==> src/rtl/mem_arbiter_pkg.sv <==
// Shared definitions for the instruction/data memory arbiter: FSM state
// encoding, requester select codes and default timing limits.
package mem_arbiter_pkg;

    typedef enum logic [1:0] {
        IDLE    = 2'd0,
        BUSY_I  = 2'd1,
        BUSY_D  = 2'd2,
        FAULT_D = 2'd3
    } state_t;

    localparam logic PORT_I = 1'b0;
    localparam logic PORT_D = 1'b1;

    localparam int DEF_TIMEOUT    = 15;
    localparam int DEF_MAX_STREAK = 4;

endpackage

==> src/rtl/mem_arbiter_wdt_counter.sv <==
// Saturating up-counter with synchronous clear and enable; hit is high while
// the count sits at LIMIT. Clear has priority over enable.
module wdt_counter #(
    parameter int LIMIT = 15
) (
    input  logic clk,
    input  logic rst_n,
    input  logic clr,
    input  logic en,
    output logic hit
);

    localparam int WIDTH = (LIMIT < 1) ? 1 : $clog2(LIMIT + 1);
    localparam logic [WIDTH-1:0] LIM = WIDTH'(LIMIT);
    localparam logic [WIDTH-1:0] ONE = WIDTH'(1);

    logic [WIDTH-1:0] count;

    // Count enabled cycles, holding at LIMIT until cleared.
    always_ff @(posedge clk) begin
        if (!rst_n) begin
            count <= '0;
        end else if (clr) begin
            count <= '0;
        end else if (en && (count != LIM)) begin
            count <= count + ONE;
        end
    end

    assign hit = (count == LIM);

endmodule

==> src/rtl/mem_arbiter.sv <==
// Two-port (fetch / data) arbiter in front of a single-port memory.
// Handshake: a requester raises x_req with a stable payload; the request is
// accepted in the cycle where x_req && x_gnt, after which the requester waits
// for exactly one x_rvalid or x_err pulse before issuing another request.
// The memory side holds mem_req and payload until the first cycle with
// mem_ack, whose mem_rdata is captured in that same cycle.
module mem_arbiter
    import mem_arbiter_pkg::*;
#(
    parameter int TIMEOUT    = DEF_TIMEOUT,
    parameter int MAX_STREAK = DEF_MAX_STREAK
) (
    input  logic        clk,
    input  logic        rst_n,
    input  logic        i_req,
    input  logic [15:0] i_addr,
    output logic        i_gnt,
    output logic        i_rvalid,
    output logic        i_err,
    output logic [31:0] i_rdata,
    input  logic        d_req,
    input  logic        d_we,
    input  logic [3:0]  d_be,
    input  logic [31:0] d_addr,
    input  logic [31:0] d_wdata,
    output logic        d_gnt,
    output logic        d_rvalid,
    output logic        d_err,
    output logic [31:0] d_rdata,
    output logic        mem_req,
    output logic        mem_we,
    output logic [3:0]  mem_be,
    output logic [15:0] mem_addr,
    output logic [31:0] mem_wdata,
    input  logic        mem_ack,
    input  logic [31:0] mem_rdata,
    output logic [1:0]  state
);

    state_t st;
    logic   sel;
    logic   streak_hit;
    logic   to_hit;
    logic   i_acc;
    logic   d_acc;
    logic   d_bad;
    logic   busy;
    logic   can_grant;

    // Data wins ties unless the fetch port has already waited out a full streak.
    always_comb begin
        sel = PORT_D;
        if (!d_req) begin
            sel = PORT_I;
        end else if (i_req && streak_hit) begin
            sel = PORT_I;
        end
    end

    assign can_grant = rst_n && (st == IDLE);
    assign d_gnt     = can_grant && d_req && (sel == PORT_D);
    assign i_gnt     = can_grant && i_req && (sel == PORT_I);
    assign d_acc     = d_req && d_gnt;
    assign i_acc     = i_req && i_gnt;
    assign d_bad     = (d_addr[31:16] != 16'h0000);
    assign busy      = (st == BUSY_I) || (st == BUSY_D);
    assign state     = st;

    // Number of data grants given while a fetch was waiting.
    wdt_counter #(.LIMIT(MAX_STREAK)) u_streak (
        .clk   (clk),
        .rst_n (rst_n),
        .clr   (i_acc || (d_acc && !i_req)),
        .en    (d_acc && i_req),
        .hit   (streak_hit)
    );

    // Busy cycles without an ack; hit marks the last cycle before a fault.
    wdt_counter #(.LIMIT(TIMEOUT - 1)) u_timeout (
        .clk   (clk),
        .rst_n (rst_n),
        .clr   (i_acc || d_acc),
        .en    (busy && !mem_ack),
        .hit   (to_hit)
    );

    // Arbiter FSM: registers the memory command and the response pulses.
    always_ff @(posedge clk) begin
        if (!rst_n) begin
            st        <= IDLE;
            mem_req   <= 1'b0;
            mem_we    <= 1'b0;
            mem_be    <= 4'h0;
            mem_addr  <= 16'h0000;
            mem_wdata <= 32'h0;
            i_rvalid  <= 1'b0;
            i_err     <= 1'b0;
            i_rdata   <= 32'h0;
            d_rvalid  <= 1'b0;
            d_err     <= 1'b0;
            d_rdata   <= 32'h0;
        end else begin
            i_rvalid <= 1'b0;
            i_err    <= 1'b0;
            d_rvalid <= 1'b0;
            d_err    <= 1'b0;
            case (st)
                IDLE: begin
                    if (d_acc) begin
                        if (d_bad) begin
                            st      <= FAULT_D;
                            d_err   <= 1'b1;
                            d_rdata <= 32'h0;
                        end else begin
                            st        <= BUSY_D;
                            mem_req   <= 1'b1;
                            mem_we    <= d_we;
                            mem_be    <= d_be;
                            mem_addr  <= d_addr[15:0];
                            mem_wdata <= d_wdata;
                        end
                    end else if (i_acc) begin
                        st        <= BUSY_I;
                        mem_req   <= 1'b1;
                        mem_we    <= 1'b0;
                        mem_be    <= 4'hF;
                        mem_addr  <= i_addr;
                        mem_wdata <= 32'h0;
                    end
                end
                BUSY_I, BUSY_D: begin
                    if (mem_ack) begin
                        mem_req <= 1'b0;
                        st      <= IDLE;
                        if (st == BUSY_I) begin
                            i_rvalid <= 1'b1;
                            i_rdata  <= mem_rdata;
                        end else begin
                            d_rvalid <= 1'b1;
                            d_rdata  <= mem_we ? 32'h0 : mem_rdata;
                        end
                    end else if (to_hit) begin
                        mem_req <= 1'b0;
                        st      <= IDLE;
                        if (st == BUSY_I) begin
                            i_err   <= 1'b1;
                            i_rdata <= 32'h0;
                        end else begin
                            d_err   <= 1'b1;
                            d_rdata <= 32'h0;
                        end
                    end
                end
                FAULT_D: st <= IDLE;
                default: st <= IDLE;
            endcase
        end
    end

endmodule

==> config.mk <==
export PLATFORM = sky130hd
export DESIGN_NAME = mem_arbiter
export DESIGN_NICKNAME = d
export VERILOG_FILES = /design/src/rtl/mem_arbiter_pkg.sv /design/src/rtl/mem_arbiter_wdt_counter.sv /design/src/rtl/mem_arbiter.sv
export SDC_FILE = /design/constraint.sdc
export NUM_CORES = 1
export LEC_CHECK = 0
export BUFFER_PORTS_ARGS = -buffer_cell sky130_fd_sc_hd__clkbuf_2
export CAP_MARGIN = 25
export CORE_ASPECT_RATIO = 1.4
export CORE_MARGIN = 3
export CORE_UTILIZATION = 40
export CTS_CLUSTER_SIZE = 28
export DETAILED_ROUTE_END_ITERATION = 8
export GPL_ROUTABILITY_DRIVEN = 0
export PLACE_DENSITY = 0.77
export SETUP_SLACK_MARGIN = 0.2
export SLEW_MARGIN = 30
export SYNTH_ARGS = -nofsm -noshare
export SYNTH_HDL_FRONTEND = slang
export SYNTH_SLANG_ARGS = --single-unit
==> constraint.sdc <==
create_clock -name clk -period 2.05 [get_ports clk]
set_clock_uncertainty 0.2 [all_clocks]
set_input_delay 0.41 -clock clk [delete_from_list [all_inputs] [get_ports clk]]
set_output_delay 0.41 -clock clk [all_outputs]
set_load 0.01 [all_outputs]
==> results of run 1 <==
power groups by stage:
| stage | logic [mW] | registers (mW) | clock network, mW |
|---|---|---|---|
| after floorplan | 0.461 | 2.75 | 0 |
| after global placement | 0.851 | 2.72 | 0 |
| after detailed placement | 0.859 | 2.72 | 0 |
| after CTS | 1.03 | 2.66 | 3.16 |
| after global routing | 1.27 | 2.67 | 3.28 |
| final | 1.18 | 2.66 | 3.11 |
cell usage after synthesis (all sizes together) (2+ instances only):
| cell type | number | area (µm²) |
|---|---|---|
| nand2 | 75 | 284 |
| a21boi | 17 | 128 |
| o21ai | 18 | 93.8 |
| a32o | 33 | 330 |
| inv | 6 | 22.5 |
| nor2 | 42 | 158 |
| a32oi | 12 | 105 |
| a21oi | 3 | 15.0 |
| xor2 | 3 | 26.3 |
| o221a | 5 | 56.3 |
| mux2i | 49 | 490 |
| o211ai | 3 | 22.5 |
| nand4 | 2 | 12.5 |
| nor4 | 4 | 25.0 |
| ha | 7 | 87.6 |
| nand3 | 18 | 90.1 |
| and2 | 5 | 33.8 |
| clkbuf | 31 | 116 |
| dfxtp | 131 | 2620 |
| buf | 17 | 116 |
| xnor2 | 2 | 17.5 |
| a22oi | 21 | 158 |
| a211oi | 2 | 15.0 |
| and3 | 19 | 119 |
| nand2b | 2 | 12.5 |
state kept, by name (all words and copies together), names as in the netlist, 2 cells and up:
signal           count
mem_be               4
mem_wdata           32
d_rdata             32
i_rdata             32
state                2
u_streak.count       3
mem_addr            16
u_timeout.count      4
worst paths after layout:
| kind | startpoint | to | slack (ps) | cells after the start |
|---|---|---|---|---|
| setup reg to reg | state[1] | d_rdata[23] | -90 | 9 |
| hold reg to reg | mem_addr[8] | mem_addr[8] | 260 | 2 |
| setup / recovery | state[1] | d_rdata[23] | -90 | 9 |
| hold / removal | d_wdata[22] | mem_wdata[22] | 20 | 2 |
routing by layer:
metal	GRT usage, %	wire (µm)
met1	22.9	6600
met2	36.9	9010
met3	6.05	1020
met4	7.57	345
met5	0	0
metrics by stage:
| stage | hold WS [ps] | area, µm² | utilization (%) | setup slack, ps | instances |
|---|---|---|---|---|---|
| 6_report | 18.1 | 8360 | 64.9 | -88.7 | 995 |
| 4_1_cts | 4.83 | 7820 | 60.7 | -72.3 | 977 |
| 5_1_grt | 4.25 | 8360 | 64.9 | -150 | 995 |
| 3_5_place_dp | 251 | 6850 | 53.2 | -65.3 | 927 |
| 2_1_floorplan | 282 | 5310 | - | 163 | 540 |
| 3_3_place_gp | 244 | 6850 | 53.2 | -9.33 | 927 |
area by class of cell:
type,count,area share (%)
clock inverter,13,1.87
inverter,7,0.344
clock buffer,19,5.44
tap,153,2.29
multi-input combinational,354,32.0
sequential,131,31.4
timing repair buffer,318,26.7
cell families after synthesis:
logic type / count (synthesis) / share of synthesized area, %
AO/OA/AOI/OAI: 120 / 18.6
XOR/XNOR: 5 / 0.832
adder cells (fa/ha/maj): 7 / 1.66
buffers and inverters: 55 / 4.92
flip-flops: 131 / 49.8
multiplexers: 49 / 9.31
AND/OR/NAND/NOR: 173 / 14.9
critical path, stage by stage, from the launching register on:
cell	delay, ps
dfxtp_2	330
inv_2	70
ha_4	160
and3_4	210
buf_6	100
a21oi_2	60
a2111o_2	460
buf_4	180
buf_4	140
mux2i_1	110
what timing repair did:
action | in CTS | in global routing
hold buffers | 0 | 0
pin swaps | 6 | 44
setup buffers | 14 | 8
gates resized for setup | 51 | 57
cloned | 4 | 10
setup endpoints to repair | 101 | 103
==> key figures, run 1 <==
Floorplanning
  – Row count: 49
  – Die X: 103 µm
  – Initial Util: 40.9%
  – Io pins: 248
  – Die footprint: 14600 µm²
  – Core Region: 12900 µm²
  – DIE HEIGHT: 142 µm

Setup path
  – Worst Setup End Kind: register
  – Crit path max fanout: 5
  – WP data required: 2140 ps
  – Crit Path Class: register to register
  – Worst setup SP type: register
  – Critical Path AT: 2230 ps

Clock tree
  – Inserted Clock Buffers: 17
  – CTS tree: built
  – Sink Count: 131
  – H-tree Lvls: 4
  – Worst-Skew Late Latency: 400 ps
  – CTS max path bufs: 2
  – CTS root buf: clkbuf_16
  – CTS clk-pin slew, worst paths: 60 ps

STA
  – RSZ-0062 raised after global routing: yes
  – Setup tns final: -2240 ps
  – Fin crit period: 2140 ps
  – Hold Vio Cnt, Final: 0
  – Min setup slack post-route: -88.7 ps
  – Worst-margin pin slew: 795 ps
  – Relative slew slack: 47.0%
  – Max Freq: 0.468 GHz
  – Final setup vio count: 33
  – Period utilization: 104%
  – Final Max Slew Viols: 0

Route
  – DRC: 0
  – ANT nets after route: 0
  – First-pass DRT Iterations: 5
  – Starting DRT DRC Count: 129
  – WL per Instance: 17.1 µm
  – Total Wirelength: 17.0 mm
  – Vias: 5316
  – DR vias/cell: 5.34

Cells and area
  – Synth-to-layout area growth: 58.6%
  – Area of the multi-input gates: 2670 µm²
  – Most frequent cells in the layout: 244 x clkbuf_2, 129 x dfxtp_1, 73 x nand2_1
  – Share of cells above drive strength 1: 48.5%
  – Fillers: 1059
  – Nets@finish: 958
  – # diodes: 0
  – Most common cell after layout, fill and taps aside: clkbuf_2
  – Reg area: 2630 µm²

GRT
  – Vias in the first global route: 5142
  – Largest net degree at the start of global routing: 81
  – Initial antenna violation count: 0
  – Total Routing Usage GR: 20.7%
  – Grt total ovfl: 0
  – First-pass GRT wire length: 24.2 mm

Status
  – Status: finished with violations
  – Failing checks: negative setup slack

Power and ir drop
  – Pwr dens: 833 nW/µm²
  – Clock Power Share: 44.7%
  – Sequential share of power: 38.3%
  – Tot Pwr: 6.96 mW
  – Pleak: 3.97 nW
  – Switching Fraction: 24.8%
  – Max VDD drop: 0.517 mV
  – Comb pwr share: 17.0%
  – Sw Pwr: 1.72 mW
  – Internal Pwr Total: 5.24 mW

Logic synthesis
  – Yosys reg bits: 131
  – FFs w/ async S/R, synth: 0%
  – Main flop type after synthesis: dfxtp_1
  – Synth warn: 0
  – Syn Inst Count: 540
  – Synth cell types: 47
  – Mapped Area: 5270 µm²
  – Syn Area/Cell: 9.75 µm²
  – Number of synthesized flops with an enable pin: 0
  – Register area share after synthesis: 49.8%
  – Syn_nets: 669

Placed design
  – Port Buf Inserts: 247
  – Final HPWL DP: 10.7 mm

Min path
  – Worst min path class: input pin to register

Run
  – Maxcap violations: 0
(Power assumes the default switching activity.)
==> inputs of run 2 (changes only) <==
--- a/config.mk
+++ b/config.mk
@@ -15,6 +15,7 @@
 export GPL_ROUTABILITY_DRIVEN = 0
 export PLACE_DENSITY = 0.77
 export SETUP_SLACK_MARGIN = 0.2
+export SKIP_LAST_GASP = 1
 export SLEW_MARGIN = 30
 export SYNTH_ARGS = -nofsm -noshare
 export SYNTH_HDL_FRONTEND = slang
==> run 2 against run 1 <==
Net effect: the run still ends with negative setup slack left; non-clock buffer count did not move; sequential power barely moved; sequential share of layout area rose by 0.37 points.
==> key figures, run 2 (synthesis results as in run 1) <==
STA
  – Final Max Slew Viols: 0 (unchanged)
  – Hold Vio Cnt, Final: 0 (unchanged)
  – Worst-margin pin slew: 782 ps (-13.2 ps)
  – Max Freq: 0.468 GHz (about the same)
  – Min setup slack post-route: -87.6 ps (+1.08 ps)
  – Fin crit period: 2140 ps (-1.08 ps)
  – Final setup vio count: 33 (unchanged)
  – Period utilization: 104% (about the same)
  – Relative slew slack: 47.9% (+0.88 points)
  – RSZ-0062 raised after global routing: yes

Power and ir drop
  – Switching Fraction: 24.7% (-0.083 points)
  – Sequential share of power: 38.4% (about the same)
  – Max VDD drop: 0.524 mV (+1.3%)
  – Comb pwr share: 16.8% (-0.2 points)
  – Tot Pwr: 6.94 mW (-0.29%)
  – Sw Pwr: 1.71 mW (-0.62%)
  – Pwr dens: 840 nW/µm² (+0.88%)
  – Clock Power Share: 44.8% (about the same)
  – Pleak: 3.97 nW (about the same)
  – Internal Pwr Total: 5.23 mW (-0.18%)

Setup path
  – Crit path from: state[1]
  – Critical Path AT: 2230 ps (about the same)
  – Crit-path cells: inv_2 > ha_4 > and3_4 > buf_6 > a21oi_2 > a2111o_2 > buf_4 > buf_4 > mux2i_1
  – Crit path max fanout: 5 (unchanged)
  – CP Depth: 9 (unchanged)
  – Crit path buffers/inverters: 4 (unchanged)
  – WP data required: 2140 ps (about the same)
  – Crit path max-delay family: compound AO/OA/AOI/OAI gates
  – Reg-to-reg critical path startpoint: state[1]
  – Worst setup SP type: register
  – R2R Setup Slk: -90 ps (about the same)
  – Worst Setup End Kind: register
  – Crit path capture: d_rdata[23]
  – Most frequent CP cell: buf_4
  – Crit Path Class: register to register
  – Critical-path top delay cell: a2111o_2
  – FF-to-FF path depth: 9 (unchanged)
  – CP peak stage delay: 450 ps (about the same)
  – RR Endpoint: d_rdata[23]

Placed design
  – Port Buf Inserts: 247 (unchanged)
  – DP Area: 6850 µm² (unchanged)
  – Placed Cells incl. Taps: 927 (unchanged)
  – Final HPWL DP: 10.7 mm (unchanged)

Floorplanning
  – Io pins: 248 (unchanged)
  – DIE HEIGHT: 142 µm (unchanged)
  – Row count: 49 (unchanged)
  – Initial Util: 40.9% (unchanged)
  – Core Region: 12900 µm² (unchanged)
  – Die footprint: 14600 µm² (unchanged)
  – Die X: 103 µm (unchanged)

Clock tree
  – CTS clk-pin slew, worst paths: 60 ps (about the same)
  – CTS tree: built
  – Sink Count: 131 (unchanged)
  – Inserted Clock Buffers: 17 (unchanged)
  – H-tree Lvls: 4 (unchanged)
  – CTS root buf: clkbuf_16
  – Worst-Skew Late Latency: 400 ps (about the same)
  – CTS max path bufs: 2 (unchanged)

Route
  – DR vias/cell: 5.35 (+0.19%)
  – Vias: 5326 (+0.19%)
  – WL per Instance: 16.9 µm (-1.1%)
  – Starting DRT DRC Count: 124 (-3.9%)
  – DRC: 0 (unchanged)
  – ANT nets after route: 0 (unchanged)
  – First-pass DRT Iterations: 5 (unchanged)
  – Total Wirelength: 16.8 mm (-1.1%)

GRT
  – Total Routing Usage GR: 20.7% (unchanged)
  – Grt total ovfl: 0 (unchanged)
  – Vias in the first global route: 5147 (+0.097%)
  – First-pass GRT wire length: 24.2 mm (about the same)
  – Largest net degree at the start of global routing: 81 (unchanged)
  – Initial antenna violation count: 0 (unchanged)

Cells and area
  – Final instance area: 8260 µm² (-1.2%)
  – Synth-to-layout area growth: 56.8%
  – Nets@finish: 958 (unchanged)
  – Finished Layout Cells: 995 (unchanged)
  – Largest regs: d_rdata x32, i_rdata x32, mem_wdata x32
  – Fillers: 1081 (+2.1%)
  – Share of cells above drive strength 1: 46.3% (-2.1 points)
  – # diodes: 0 (unchanged)
  – Most frequent cells in the layout: 245 x clkbuf_2, 129 x dfxtp_1, 73 x nand2_1
  – Most common cell after layout, fill and taps aside: clkbuf_2

Status
  – Failing checks: negative setup slack
  – Status: finished with violations

Run
  – Maxcap violations: 0 (unchanged)

Min path
  – Worst hold stages: 2 (unchanged)
  – Worst min path class: input pin to register
  – Origin of the worst min-delay path: d_wdata[22]
[run 2: cell count changes in the layout (fill, tap and decap cells not counted)]
cell	before	now
a21boi_0	7	6
a21boi_1	6	7
a22oi_1	1	17
a22oi_2	20	4
and3_1	15	17
and3_4	4	2
buf_6	14	13
clkbuf_2	244	245
[run 2: worst min path at each step]
stage	end	slack, ps
after global routing	mem_wdata[15]	6
after global placement	mem_addr[8]	240
after floorplan	d_rdata[10]	280
after detailed placement	d_rdata[21]	250
after CTS	mem_wdata[4]	5
final	mem_wdata[22]	10
[run 2: what timing repair did]
action / 4_1_cts / 5_1_grt
setup endpoints to repair: 101 / 103
resized for setup: 49 / 39
gates cloned: 4 / 10
setup buffers: 14 / 8
pin swaps: 6 / 20
hold buffers: 0 / 0
[run 2: worst register-to-register path: cells and delay by family, from the launching register on]
family,cells,cell delay (ps)
adders and majority gates,1,160
AOI/OAI and AO/OA,2,510
muxes,1,110
DFF,1,330
buffers and inverters,4,500
and+or+nand+nor,1,210
[run 2: final cells by class]
type,instances,area [µm²],area share (%)
clock inverter,13,156,1.89
sequential,131,2630,31.8
inverter,7,28.8,0.348
timing repair buffer,318,2220,26.9
multi-input combinational,354,2580,31.2
tap,153,191,2.32
clock buffer,19,454,5.50
[run 2: through the flow]
| stage | setup TNS [ps] | utilization [%] | hold WS [ps] | setup slack [ps] |
|---|---|---|---|---|
| 3_5_place_dp | -1810 | 53.2 | 251 | -65.3 |
| 5_1_grt | -4150 | 64.1 | 5.93 | -150 |
| 4_1_cts | -1600 | 60.6 | 4.83 | -72.3 |
| 2_1_floorplan | 0 | - | 282 | 163 |
| 6_report | -2180 | 64.1 | 14.8 | -87.6 |
| 3_3_place_gp | -214 | 53.2 | 244 | -9.33 |
[run 2: per-layer routing]
| metal | up-vias | share of wire (%) | track usage [%] |
|---|---|---|---|
| met1 | 2536 | 39 | 22.9 |
| met5 | - | 0 | 0 |
| met2 | 212 | 52 | 36.8 |
| met4 | 0 | 2.3 | 8.46 |
| li1 | 2551 | - | - |
| met3 | 27 | 6.5 | 5.61 |
[run 2: power groups by stage]
stage	registers [mW]	logic [mW]	clock network, mW
after floorplan	2.75	0.461	0
after global placement	2.72	0.851	0
after detailed placement	2.72	0.859	0
after CTS	2.66	1.03	3.16
after global routing	2.67	1.26	3.28
final	2.66	1.17	3.11
